--- config.mk ---
export PLATFORM = sky130hd
export DESIGN_NAME = mem_axi_bridge
export DESIGN_NICKNAME = d
export VERILOG_FILES = /design/src/rtl/mem_axi_bridge_pkg.sv /design/src/rtl/mem_axi_bridge_arbiter.sv /design/src/rtl/mem_axi_bridge.sv
export SDC_FILE = /design/constraint.sdc
export NUM_CORES = 1
export LEC_CHECK = 0
export ABC_AREA = 1
export ABC_CLOCK_PERIOD_IN_PS = 1900
export CAP_MARGIN = 40
export CORE_AREA = 3 3 151 153
export CTS_CLUSTER_SIZE = 12
export DETAILED_ROUTE_END_ITERATION = 16
export DIE_AREA = 0 0 154 156
export GPL_TIMING_DRIVEN = 0
export PLACE_DENSITY = 0.65
export SLEW_MARGIN = 20
export SYNTH_ARGS = -nofsm -noshare
export SYNTH_HDL_FRONTEND = slang
export SYNTH_SLANG_ARGS = --single-unit
--- constraint.sdc ---
create_clock -name clk -period 1.9 [get_ports clk]
set_input_delay 0.38 -clock clk [delete_from_list [all_inputs] [get_ports clk]]
set_output_delay 0.38 -clock clk [all_outputs]
set_load 0.005 [all_outputs]
--- src/rtl/mem_axi_bridge_pkg.sv ---
// Shared types and constants for the cache-to-AXI bridge.
// Holds the bridge state encoding and the write-strobe helper.
package mem_axi_bridge_pkg;

  typedef enum logic [2:0] {
    ST_IDLE,
    ST_RADDR,
    ST_RDATA,
    ST_WADDR,
    ST_WRESP
  } state_t;

  localparam logic [1:0] BURST_INCR = 2'b01;
  localparam logic [7:0] LEN_SINGLE = 8'd0;

  function automatic logic [3:0] size_to_wstrb(
    input logic [1:0] size,
    input logic [1:0] addr
  );
    logic [3:0] s;
    s = 4'hf;
    unique case (size)
      2'd0: s = 4'b0001 << addr;
      2'd1: s = addr[1] ? 4'b1100 : 4'b0011;
      default: s = 4'hf;
    endcase
    return s;
  endfunction

endpackage

--- src/rtl/mem_axi_bridge_arbiter.sv ---
// Two-port round-robin arbiter for the bridge.
// Produces a one-hot grant, only while the bridge is idle.
module mem_axi_arbiter (
  input  logic       i_idle,
  input  logic       i_en0,
  input  logic       i_en1,
  input  logic       i_last,
  output logic [1:0] o_grant
);

  always_comb begin
    o_grant = 2'b00;
    if (i_idle) begin
      if (i_en0 && i_en1)
        o_grant = i_last ? 2'b01 : 2'b10;
      else
        o_grant = {i_en1, i_en0};
    end
  end

endmodule

--- src/rtl/mem_axi_bridge.sv ---
// Arbitrates the D/I cache memory ports onto one AXI master.
// Every cache request becomes a single-beat AXI read or write.
module mem_axi_bridge
  import mem_axi_bridge_pkg::*;
#(
  parameter logic [3:0] P0_ID = 4'd1,
  parameter logic [3:0] P1_ID = 4'd0
) (
  input  logic        clk,
  input  logic        rst,
  input  logic        p0_en,
  input  logic        p0_we,
  input  logic [1:0]  p0_size,
  input  logic [31:0] p0_addr,
  input  logic [31:0] p0_data_w,
  output logic [31:0] p0_data_r,
  output logic        p0_addr_o,
  output logic        p0_data_o,
  input  logic        p1_en,
  input  logic        p1_we,
  input  logic [1:0]  p1_size,
  input  logic [31:0] p1_addr,
  input  logic [31:0] p1_data_w,
  output logic [31:0] p1_data_r,
  output logic        p1_addr_o,
  output logic        p1_data_o,
  output logic [3:0]  arid,
  output logic [31:0] araddr,
  output logic [2:0]  arsize,
  output logic [7:0]  arlen,
  output logic [1:0]  arburst,
  output logic        arvalid,
  input  logic        arready,
  input  logic [3:0]  rid,
  input  logic [31:0] rdata,
  input  logic [1:0]  rresp,
  input  logic        rlast,
  input  logic        rvalid,
  output logic        rready,
  output logic [3:0]  awid,
  output logic [31:0] awaddr,
  output logic [2:0]  awsize,
  output logic [7:0]  awlen,
  output logic [1:0]  awburst,
  output logic        awvalid,
  input  logic        awready,
  output logic [31:0] wdata,
  output logic [3:0]  wstrb,
  output logic        wlast,
  output logic        wvalid,
  input  logic        wready,
  input  logic [3:0]  bid,
  input  logic [1:0]  bresp,
  input  logic        bvalid,
  output logic        bready
);

  state_t      r_state;
  state_t      w_next;
  logic        r_last;
  logic        r_port;
  logic        r_we;
  logic [1:0]  r_size;
  logic [31:0] r_addr;
  logic [31:0] r_data;
  logic        r_aw_done;
  logic        r_w_done;
  logic [1:0]  w_grant;
  logic        w_sel_we;
  logic        w_addr_hs;
  logic        w_data_hs;
  logic        w_rd_hit;
  logic        w_unused;

  mem_axi_arbiter u_arb (
    .i_idle  (r_state == ST_IDLE),
    .i_en0   (p0_en),
    .i_en1   (p1_en),
    .i_last  (r_last),
    .o_grant (w_grant)
  );

  assign w_sel_we = w_grant[1] ? p1_we : p0_we;

  always_ff @(posedge clk) begin
    if (!rst) begin
      r_state   <= ST_IDLE;
      r_last    <= 1'b1;
      r_port    <= 1'b0;
      r_we      <= 1'b0;
      r_size    <= 2'd0;
      r_addr    <= '0;
      r_data    <= '0;
      r_aw_done <= 1'b0;
      r_w_done  <= 1'b0;
    end else begin
      r_state <= w_next;
      if (|w_grant) begin
        r_port    <= w_grant[1];
        r_last    <= w_grant[1];
        r_we      <= w_sel_we;
        r_size    <= w_grant[1] ? p1_size : p0_size;
        r_addr    <= w_grant[1] ? p1_addr : p0_addr;
        r_data    <= w_grant[1] ? p1_data_w : p0_data_w;
        r_aw_done <= 1'b0;
        r_w_done  <= 1'b0;
      end else if (r_state == ST_WADDR) begin
        if (awvalid && awready) r_aw_done <= 1'b1;
        if (wvalid && wready)   r_w_done  <= 1'b1;
      end
    end
  end

  always_comb begin
    w_next    = r_state;
    arvalid   = 1'b0;
    rready    = 1'b0;
    awvalid   = 1'b0;
    wvalid    = 1'b0;
    bready    = 1'b0;
    w_addr_hs = 1'b0;
    w_data_hs = 1'b0;
    unique case (r_state)
      ST_IDLE: begin
        if (|w_grant)
          w_next = w_sel_we ? ST_WADDR : ST_RADDR;
      end
      ST_RADDR: begin
        arvalid = 1'b1;
        if (arready) begin
          w_addr_hs = 1'b1;
          w_next    = ST_RDATA;
        end
      end
      ST_RDATA: begin
        rready = 1'b1;
        if (rvalid) begin
          w_data_hs = 1'b1;
          w_next    = ST_IDLE;
        end
      end
      ST_WADDR: begin
        awvalid = ~r_aw_done;
        wvalid  = ~r_w_done;
        // address accepted once both AW and W have handshaken
        if ((r_aw_done || awready) && (r_w_done || wready)) begin
          w_addr_hs = 1'b1;
          w_next    = ST_WRESP;
        end
      end
      ST_WRESP: begin
        bready = 1'b1;
        if (bvalid) begin
          w_data_hs = 1'b1;
          w_next    = ST_IDLE;
        end
      end
      default: w_next = ST_IDLE;
    endcase
  end

  assign w_rd_hit  = w_data_hs && (r_state == ST_RDATA);
  assign p0_addr_o = w_addr_hs & ~r_port;
  assign p1_addr_o = w_addr_hs & r_port;
  assign p0_data_o = w_data_hs & ~r_port;
  assign p1_data_o = w_data_hs & r_port;
  assign p0_data_r = (w_rd_hit && !r_port) ? rdata : '0;
  assign p1_data_r = (w_rd_hit && r_port) ? rdata : '0;

  assign arid    = r_port ? P1_ID : P0_ID;
  assign awid    = r_port ? P1_ID : P0_ID;
  assign araddr  = r_addr;
  assign awaddr  = r_addr;
  assign arsize  = {1'b0, r_size};
  assign awsize  = {1'b0, r_size};
  assign arlen   = LEN_SINGLE;
  assign awlen   = LEN_SINGLE;
  assign arburst = BURST_INCR;
  assign awburst = BURST_INCR;
  assign wdata   = r_data;
  assign wstrb   = size_to_wstrb(r_size, r_addr[1:0]);
  assign wlast   = 1'b1;

  assign w_unused = ^{rid, rresp, rlast, bid, bresp, r_we};

endmodule
Yosys cells after proc, flatten, opt, wreduce, memory -nomap -nowiden
Cells that the tools add are included.
{"block": "totals", "reg_bits": 73, "inputBits": 188, "out_inout_bits": 208, "wordCells": 74}
{"block": "classes", "n_eq_ne": 10, "n_shift": 1, "mux": 30, "bitwise_logic": 8, "reduce_logical": 17}
{"operator": "$mux W32", "count": 4}
{"operator": "$mux W3", "count": 5}
{"operator": "$pmux W3 S5", "count": 1}
{"operator": "$mux W1", "count": 11}
{"operator": "$mux W2", "count": 5}
{"operator": "$ne A2 B2 Y1 const B", "count": 4}
{"operator": "$pmux W4 S2", "count": 1}
{"operator": "$logic_and A1 B1 Y1", "count": 7}
{"operator": "$eq A3 B2 Y1 const B", "count": 2}
{"operator": "$reduce_and A5 Y1", "count": 1}
{"operator": "$and A1 B1 Y1", "count": 4}
{"operator": "$mux W4", "count": 1}
{"operator": "$not A1 Y1", "count": 4}
{"operator": "$pmux W1 S2", "count": 2}
{"operator": "$reduce_and A2 Y1", "count": 2}
{"operator": "$shl A1 B2 Y4 const A", "count": 1}
{"operator": "$eq A3 B1 Y1 const B", "count": 1}
{"operator": "$eq A3 B3 Y1 const B", "count": 1}
{"operator": "$logic_not A3 Y1", "count": 1}
{"operator": "$reduce_or A3 Y1", "count": 1}
{"operator": "$eq A2 B1 Y1 const B", "count": 1}
{"operator": "$logic_not A2 Y1", "count": 1}
{"operator": "$logic_or A1 B1 Y1", "count": 2}
{"operator": "$ne A2 B1 Y1 const B", "count": 1}
{"operator": "other kinds (2)", "count": 2}

Logic depth before layout (Yosys ltp)
Gate-level depths: netlist of the first run.
{"block": "logic_depth", "word_depth": 7, "ltp_mapped": 10, "mapped_depth_nobuf": 10}

Modules after synthesis
From an unflattened synthesis of the first run, not the netlist that was laid out.
{"block": "unflattened", "cells_unflattened": 701, "area_unflattened_um2": 4354.2}
{"mod": "mem_axi_bridge", "instances": 1, "cells_per_inst": 696, "area_per_inst_um2": 4332.9, "seq_area_each_um2": 1461.4}
{"mod": "mem_axi_arbiter", "instances": 1, "cells_per_inst": 5, "area_per_inst_um2": 21.3, "seq_area_each_um2": 0.0}

Least setup slack after synthesis of the first run
No wires, ideal clock.
{"block": "synth_timing", "path_kind": "reg-to-output", "start": "register r_state[1]", "end": "output p0_data_r[10]", "t_arrival_ns": 1.220, "t_required_ns": 1.520, "setup_slack_ns": 0.300, "path_stages_with_launch": 8, "path_buffers": 1, "path_cell_list": "dfxtp_1 -> inv_1 -> nor2_1 -> nand2_1 -> nor2_1 -> nand2_1 -> clkbuf_1 -> nor2_1"}
{"block": "synth_via", "elab_chain_cells": 5, "word_cells_on_any_way": 6, "classes_between": "eq/ne (2); mux (2); reduce/logical (2)"}
{"element": "start: declaration", "line_no": "mem_axi_bridge.sv:58", "text": "state_t r_state;"}
{"element": "start signal: assignment", "line_no": "mem_axi_bridge.sv:97", "text": "r_state <= w_next;"}
{"element": "$eq A3 B3 Y1 or $eq A3 B2 Y1 (tied branches)", "line_no": "mem_axi_bridge.sv:123, mem_axi_bridge.sv:162"}
{"element": "$pmux W1 S2", "line_no": "mem_axi_bridge.sv:123", "text": "unique case (r_state)"}
{"element": "$logic_and A1 B1 Y1 (*)", "line_no": "mem_axi_bridge.sv:162", "text": "assign w_rd_hit = w_data_hs && (r_state == ST_RDATA);"}
{"element": "$logic_and A1 B1 Y1 (*)", "line_no": "mem_axi_bridge.sv:167", "text": "assign p0_data_r = (w_rd_hit && !r_port) ? rdata : '0;"}
{"element": "$mux W32 (*)", "line_no": "mem_axi_bridge.sv:167"}
{"element": "end: declaration", "line_no": "mem_axi_bridge.sv:16", "text": "output logic [31:0] p0_data_r,"}
Every way passes the cells marked *; elsewhere a longest branch is shown, timed or not.

Worst setup path after layout of the first run
{"block": "layout_timing", "start": "register r_state[2]", "end": "output p0_data_r[14]"}
Same word-level chain as after synthesis.

==> flow_metrics.tcl, run 1 <==
set metrics [dict create \
    outcome "finished with violations" \
    failed_checks "setup timing" \
    yosys.area_share.xor_xnor 0 \
    drt_iter0_markers 182 \
    synthAdderAreaFrac 0 \
    p_total_mw 10.2 \
    synth_area_leaders "dfxtp_1 32%, nand3_1 15%, buf_4 11%" \
    required_ns 1.52 \
    critPathCaptureType "primary output" \
    syn_area_per_cell_sq_um 6.50 \
    fin_skew_ns 0.0114 \
    use_met1 0.202 \
    synth_compound_area_frac 0.127 \
    numCtsBuffers 9 \
    grt_first_pass_wirelength_mm 33.9 \
    cp_max_fo 6 \
    ioPinCount 396 \
    cts.path.max_buffers 2 \
    rr_worst_depth 11 \
    wl_per_cell_microns 16.3 \
    cts_sinks 73 \
    grtUsageTotal 0.179 \
    r2r_slack_ns 0.12 \
    diodes 0 \
    vias_per_cell 4.23 \
    synthFlopType "dfxtp_1" \
    rsz0062_at_grt "yes" \
    hold_viol 0 \
    max_freq_mhz 487 \
    grt_max_degree 14 \
    hold_path_class "reg2reg" \
    area_growth_pct 110 \
    grt_pass1_vias 5917 \
    whs_endpoint "wdata[15]" \
    startpoint_type "flip-flop" \
    yosys.area.top_type_share 0.322 \
    asyncSetResetFlopFracSynth 0 \
    crit-reg2reg-capture "wdata[5]" \
    cts-htree-levels 3 \
    vdd_ir_drop_max_mv 0.484 \
    yosysWarnings 0 \
    maxSlewViolCount 0 \
    antenna_found_initial 2 \
    netlist_area_sq_um 4530 \
    finalWorstSetupSlack_ns -0.154 \
    root_buffer "clkbuf_16" \
    relSlewSlack 0.644 \
    layout-drive-gt1-share 0.277 \
    synth-simple-area-share 0.298 \
    crit_type "reg2out" \
    synth_top_family_by_area "simple AND/OR/NAND/NOR gates" \
    synth_mux_area_frac 0 \
    worst_pin_slew_ns 0.534 \
    drc_errors 0 \
    whs_path_depth 2 \
    nets 1316 \
    met2_usage 0.333 \
    dpl_cell_area_sq_um 8510 \
    cp_data_arrival_time_ns 1.67 \
    start_util 0.209 \
    final_antenna_net_count 0 \
    ys_seq_area_frac 0.322 \
    final_cell_mix "277 x clkdlybuf4s50_1, 137 x nand3_1, 95 x inv_1" \
    core_area_sq_um 21700 \
    fin_crit_sh 1.08 \
    clk_latency_ns 0.33 \
    cap_violations 0 \
    fin_area_sq_um 9500 \
    die_x_microns 154 \
    netlist_instances 697 \
    port_buffers 352 \
    post-dp-hpwl_mm 17.7 \
    timing.rr.start "r_state[1]" \
    clk_pin_slew_worst_paths_ns 0.06 \
    synth_edf_count 0 \
    grtUsageMet3 0.0472 \
    synth_cell_types 19 \
    min_period_ns 2.05 \
    synth_area_leader_cell "dfxtp_1" \
    ys_seq_elements 73 \
    instances_no_fill 1413 \
    drt-pass1-iter-count 6 \
    dp.cells 1357 \
    cellPowerDensity_nw_per_um2 1080 \
    placementRows 54 \
    dieArea_sq_um 24000 \
    cts_tree "built" \
    die_y_microns 156 \
    grt.busiest_layer "met2" \
    leakagePower_nw 4.65 \
    grt-ovfl-total 0 \
    pre_cts_ws_ns -1.01 \
    routabilityCongestion 0.795 \
    dr_total_vias 5973 \
    final_common_cell "clkdlybuf4s50_1" \
    routed_wl_mm 23.1 \
    setup_viol 58 \
    hp-start "wdata[15]" \
]
-- cells by family (layout without fill, tap and decap cells) --
kind of cell,Yosys count,after routing
buffers and inverters,232,641
AO/OA/AOI/OAI,81,81
flip-flops,73,73
other,2,29
AND/OR/NAND/NOR,309,309
-- cells in the mapped netlist, types with 2 or more instances --
master,n
nor2_1,81
inv_1,98
dfxtp_1,73
buf_2,12
nand2_1,87
nand3_1,139
inv_2,21
a21oi_1,5
o211ai_1,67
conb_1,2
o21ai_0,6
buf_4,67
clkbuf_1,33
-- how the worst max path moves through the flow --
stage,startpoint,endpoint,depth (start not counted)
after floorplan,r_state[1],p0_data_r[10],7
after global placement,p1_en,wdata[3],10
after detailed placement,p1_en,wdata[3],11
after CTS,r_state[1],p0_data_r[14],9
after global routing,r_state[2],p0_data_r[14],8
final,r_state[2],p0_data_r[14],8
-- timing repair --
| item | 4_1_cts | 5_1_grt |
|---|---|---|
| endpoints found under the hold margin | 0 | 0 |
| resized for setup | 382 | 93 |
| gates cloned | 3 | 0 |
| endpoints found under the setup margin | 150 | 131 |
| setup buffers | 29 | 11 |
| hold buffers | 0 | 0 |
| pin swaps | 20 | 17 |
-- state kept, by name (all words and copies together) (netlist names) --
| register | flops |
|---|---|
| r_last | 1 |
| araddr | 32 |
| r_state | 3 |
| r_size | 2 |
| r_port | 1 |
| wdata | 32 |
| r_w_done | 1 |
| r_aw_done | 1 |
-- per-stage QoR --
stage	setup TNS [ns]	util	hold WS (ns)
5_1_grt	-11.86	0.438	0.515
2_1_floorplan	0	-	0.452
3_5_place_dp	-87.17	0.393	0.475
6_report	-5.56	0.438	0.498
4_1_cts	-8.61	0.423	0.502
3_3_place_gp	-110.71	0.392	0.467
-- critical path: stages, from the launching register on --
cell,delay [ns]
dfxtp_4,0.37
nor2_4,0.12
nand2_2,0.07
nor2_4,0.14
nand2_4,0.10
clkbuf_16,0.17
buf_8,0.13
nor2_4,0.11
buf_2,0.13
-- layer usage --
metal	vias up	part of all wire
li1	3009	-
met5	-	0.0013
met1	2701	0.39
met4	4	0.017
met3	27	0.071
met2	232	0.52
-- final cells by class --
| cell class | instances | area, sq um |
|---|---|---|
| Buffer | 111 | 828 |
| Clock buffer | 10 | 229 |
| Clock inverter | 6 | 115 |
| Fill cell | 2225 | 12200 |
| Inverter | 119 | 453 |
| Multi-Input combinational cell | 419 | 2330 |
| Sequential cell | 73 | 1490 |
| Tap cell | 280 | 350 |
| Timing Repair Buffer | 395 | 3700 |
-- where the power goes --
part	total (mW)	switching [mW]	internal, mW	leakage, nW
combinational	5.71	2.54	3.17	3.88
clock	2.00	0.710	1.29	0.163
sequential	2.51	0.438	2.08	0.610
total	10.2	3.69	6.54	4.65
Power figures use the tool's default switching activity.
==> run 2, diff against run 1 <==
==> constraint.sdc (replaced) <==
create_clock -name clk -period 1.9 [get_ports clk]
set_input_delay 0.19 -clock clk [delete_from_list [all_inputs] [get_ports clk]]
set_output_delay 0.19 -clock clk [all_outputs]
set_load 0.005 [all_outputs]
==> run 2 against run 1 <==
- the run now ends clean
- register-to-register slack worse by 0.03 ns
- sequential power about the same
- largest cell class unchanged
- clock skew shrank 0.00053 ns
- first-iteration DRC count grew 3.8%
- critical endpoint unchanged
- die area stayed put
- count of clock-buffer cells in the layout unchanged
- non-clock buffer count fell by 12
==> flow_metrics.tcl, run 2 (synthesis results as in run 1) <==
set metrics [dict create \
    area_growth_pct 106 \
    cap_violations 0 \
    wl_per_cell_microns 16.3 \
    vdd_ir_drop_max_mv 0.484 \
    port_buffers 352 \
    cellPowerDensity_nw_per_um2 1080 \
    whs_path_depth 2 \
    placementRows 54 \
    crit-reg2reg-capture "araddr[26]" \
    cts_sinks 73 \
    ioPinCount 396 \
    maxSlewViolCount 0 \
    min_period_ns 1.89 \
    relSlewSlack 0.644 \
    drt_iter0_markers 189 \
    dr_total_vias 5912 \
    cp_max_fo 6 \
    fin_skew_ns 0.0109 \
    routabilityCongestion 0.795 \
    antenna_found_initial 2 \
    required_ns 1.71 \
    fin_area_sq_um 9320 \
    rsz0062_at_grt "yes" \
    fin_crit_sh 0.994 \
    cts.path.max_buffers 2 \
    cts-htree-levels 3 \
    clk_pin_slew_worst_paths_ns 0.06 \
    final_common_cell "clkdlybuf4s50_1" \
    final_antenna_net_count 0 \
    leakagePower_nw 4.56 \
    post-dp-hpwl_mm 17.7 \
    die_x_microns 154 \
    diodes 0 \
    drt-pass1-iter-count 4 \
    clk_latency_ns 0.33 \
    hold_viol 0 \
    vias_per_cell 4.22 \
    hp-start "wdata[19]" \
    die_y_microns 156 \
    grt_pass1_vias 5813 \
    timing.rr.start "r_state[1]" \
    crit_type "reg2out" \
    outcome "complete, no violations" \
    core_area_sq_um 21700 \
    timing.hold.ws_ns 0.498 \
    cts_tree "built" \
    max_freq_mhz 529 \
    routed_wl_mm 22.9 \
    r2r_slack_ns 0.09 \
    root_buffer "clkbuf_16" \
    critPathCaptureType "primary output" \
    whs_endpoint "wdata[19]" \
    hold_path_class "reg2reg" \
    worst_pin_slew_ns 0.534 \
    drc_errors 0 \
    setup_viol 0 \
    cp_data_arrival_time_ns 1.70 \
    grt_max_degree 14 \
    dpl_cell_area_sq_um 8510 \
    grtUsageTotal 0.177 \
    rr_worst_depth 11 \
    nets 1304 \
    final_cell_mix "283 x clkdlybuf4s50_1, 137 x nand3_1, 97 x inv_1" \
    start_util 0.209 \
    fin_tns_setup_ns 0 \
    hold_buffers 0 \
    numCtsBuffers 9 \
    dieArea_sq_um 24000 \
    grt-ovfl-total 0 \
    layout-drive-gt1-share 0.234 \
    startpoint_type "flip-flop" \
    grt_first_pass_wirelength_mm 33.5 \
]
==> run 2: metrics by stage <==
step                total power, mW  cells  setup WS, ns  utilization
finish                         10.1   1401        0.0105        0.430
global route                   10.8   1401       -0.0790        0.430
CTS                            10.1   1398        -0.150        0.418
detailed placement             7.70   1357        -0.817        0.393
global placement               7.66   1356         -1.15        0.392
floorplan                      4.68    724         0.345            -
==> run 2: cell type report <==
cell class	count	area (sq um)
clock buffers	10	229
plain buffers	113	821
repair buffers	381	3620
flip-flops and latches	73	1470
multi-input cells	419	2260
inverters	119	449
clock inverters	6	115
well taps	280	350
fillers	2246	12400
==> run 2: routing by layer <==
metal / up-vias / share of wire / global-route usage
met5: - / 0.0013 / 0
met4: 4 / 0.017 / 0.0437
met3: 27 / 0.071 / 0.0469
met2: 240 / 0.52 / 0.328
met1: 2658 / 0.39 / 0.202
li1: 2983 / - / -
==> run 2: worst max-delay path, stage by stage (launching register included) <==
cell and delay (ns):
dfxtp_4 0.37, nor2_4 0.12, nand2_2 0.07, nor2_4 0.14, nand2_4 0.10, clkbuf_16 0.18, buf_12 0.14, nor2_4 0.12
buf_2 0.13
==> run 2: how the worst max path moves through the flow <==
stage               startpoint            end
finish              r_state[2]  p0_data_r[14]
floorplan           r_state[2]       wdata[0]
global placement         p1_en       wdata[3]
global route        r_state[1]  p0_data_r[14]
CTS                 r_state[1]  p1_data_r[31]
detailed placement       p1_en       wdata[3]
==> run 2: timing repair <==
action,CTS,global route
pin swaps,4,7
gates cloned,2,1
resized for setup,272,95
hold endpoints to repair,0,0
setup endpoints to repair,142,116
buffers inserted,23,2
==> run 2: report_power, final <==
| part | leakage [nW] | switching (mW) | total, mW | internal [mW] |
|---|---|---|---|---|
| registers | 0.608 | 0.438 | 2.50 | 2.06 |
| clock network | 0.163 | 0.709 | 2.00 | 1.29 |
| logic | 3.79 | 2.50 | 5.60 | 3.09 |
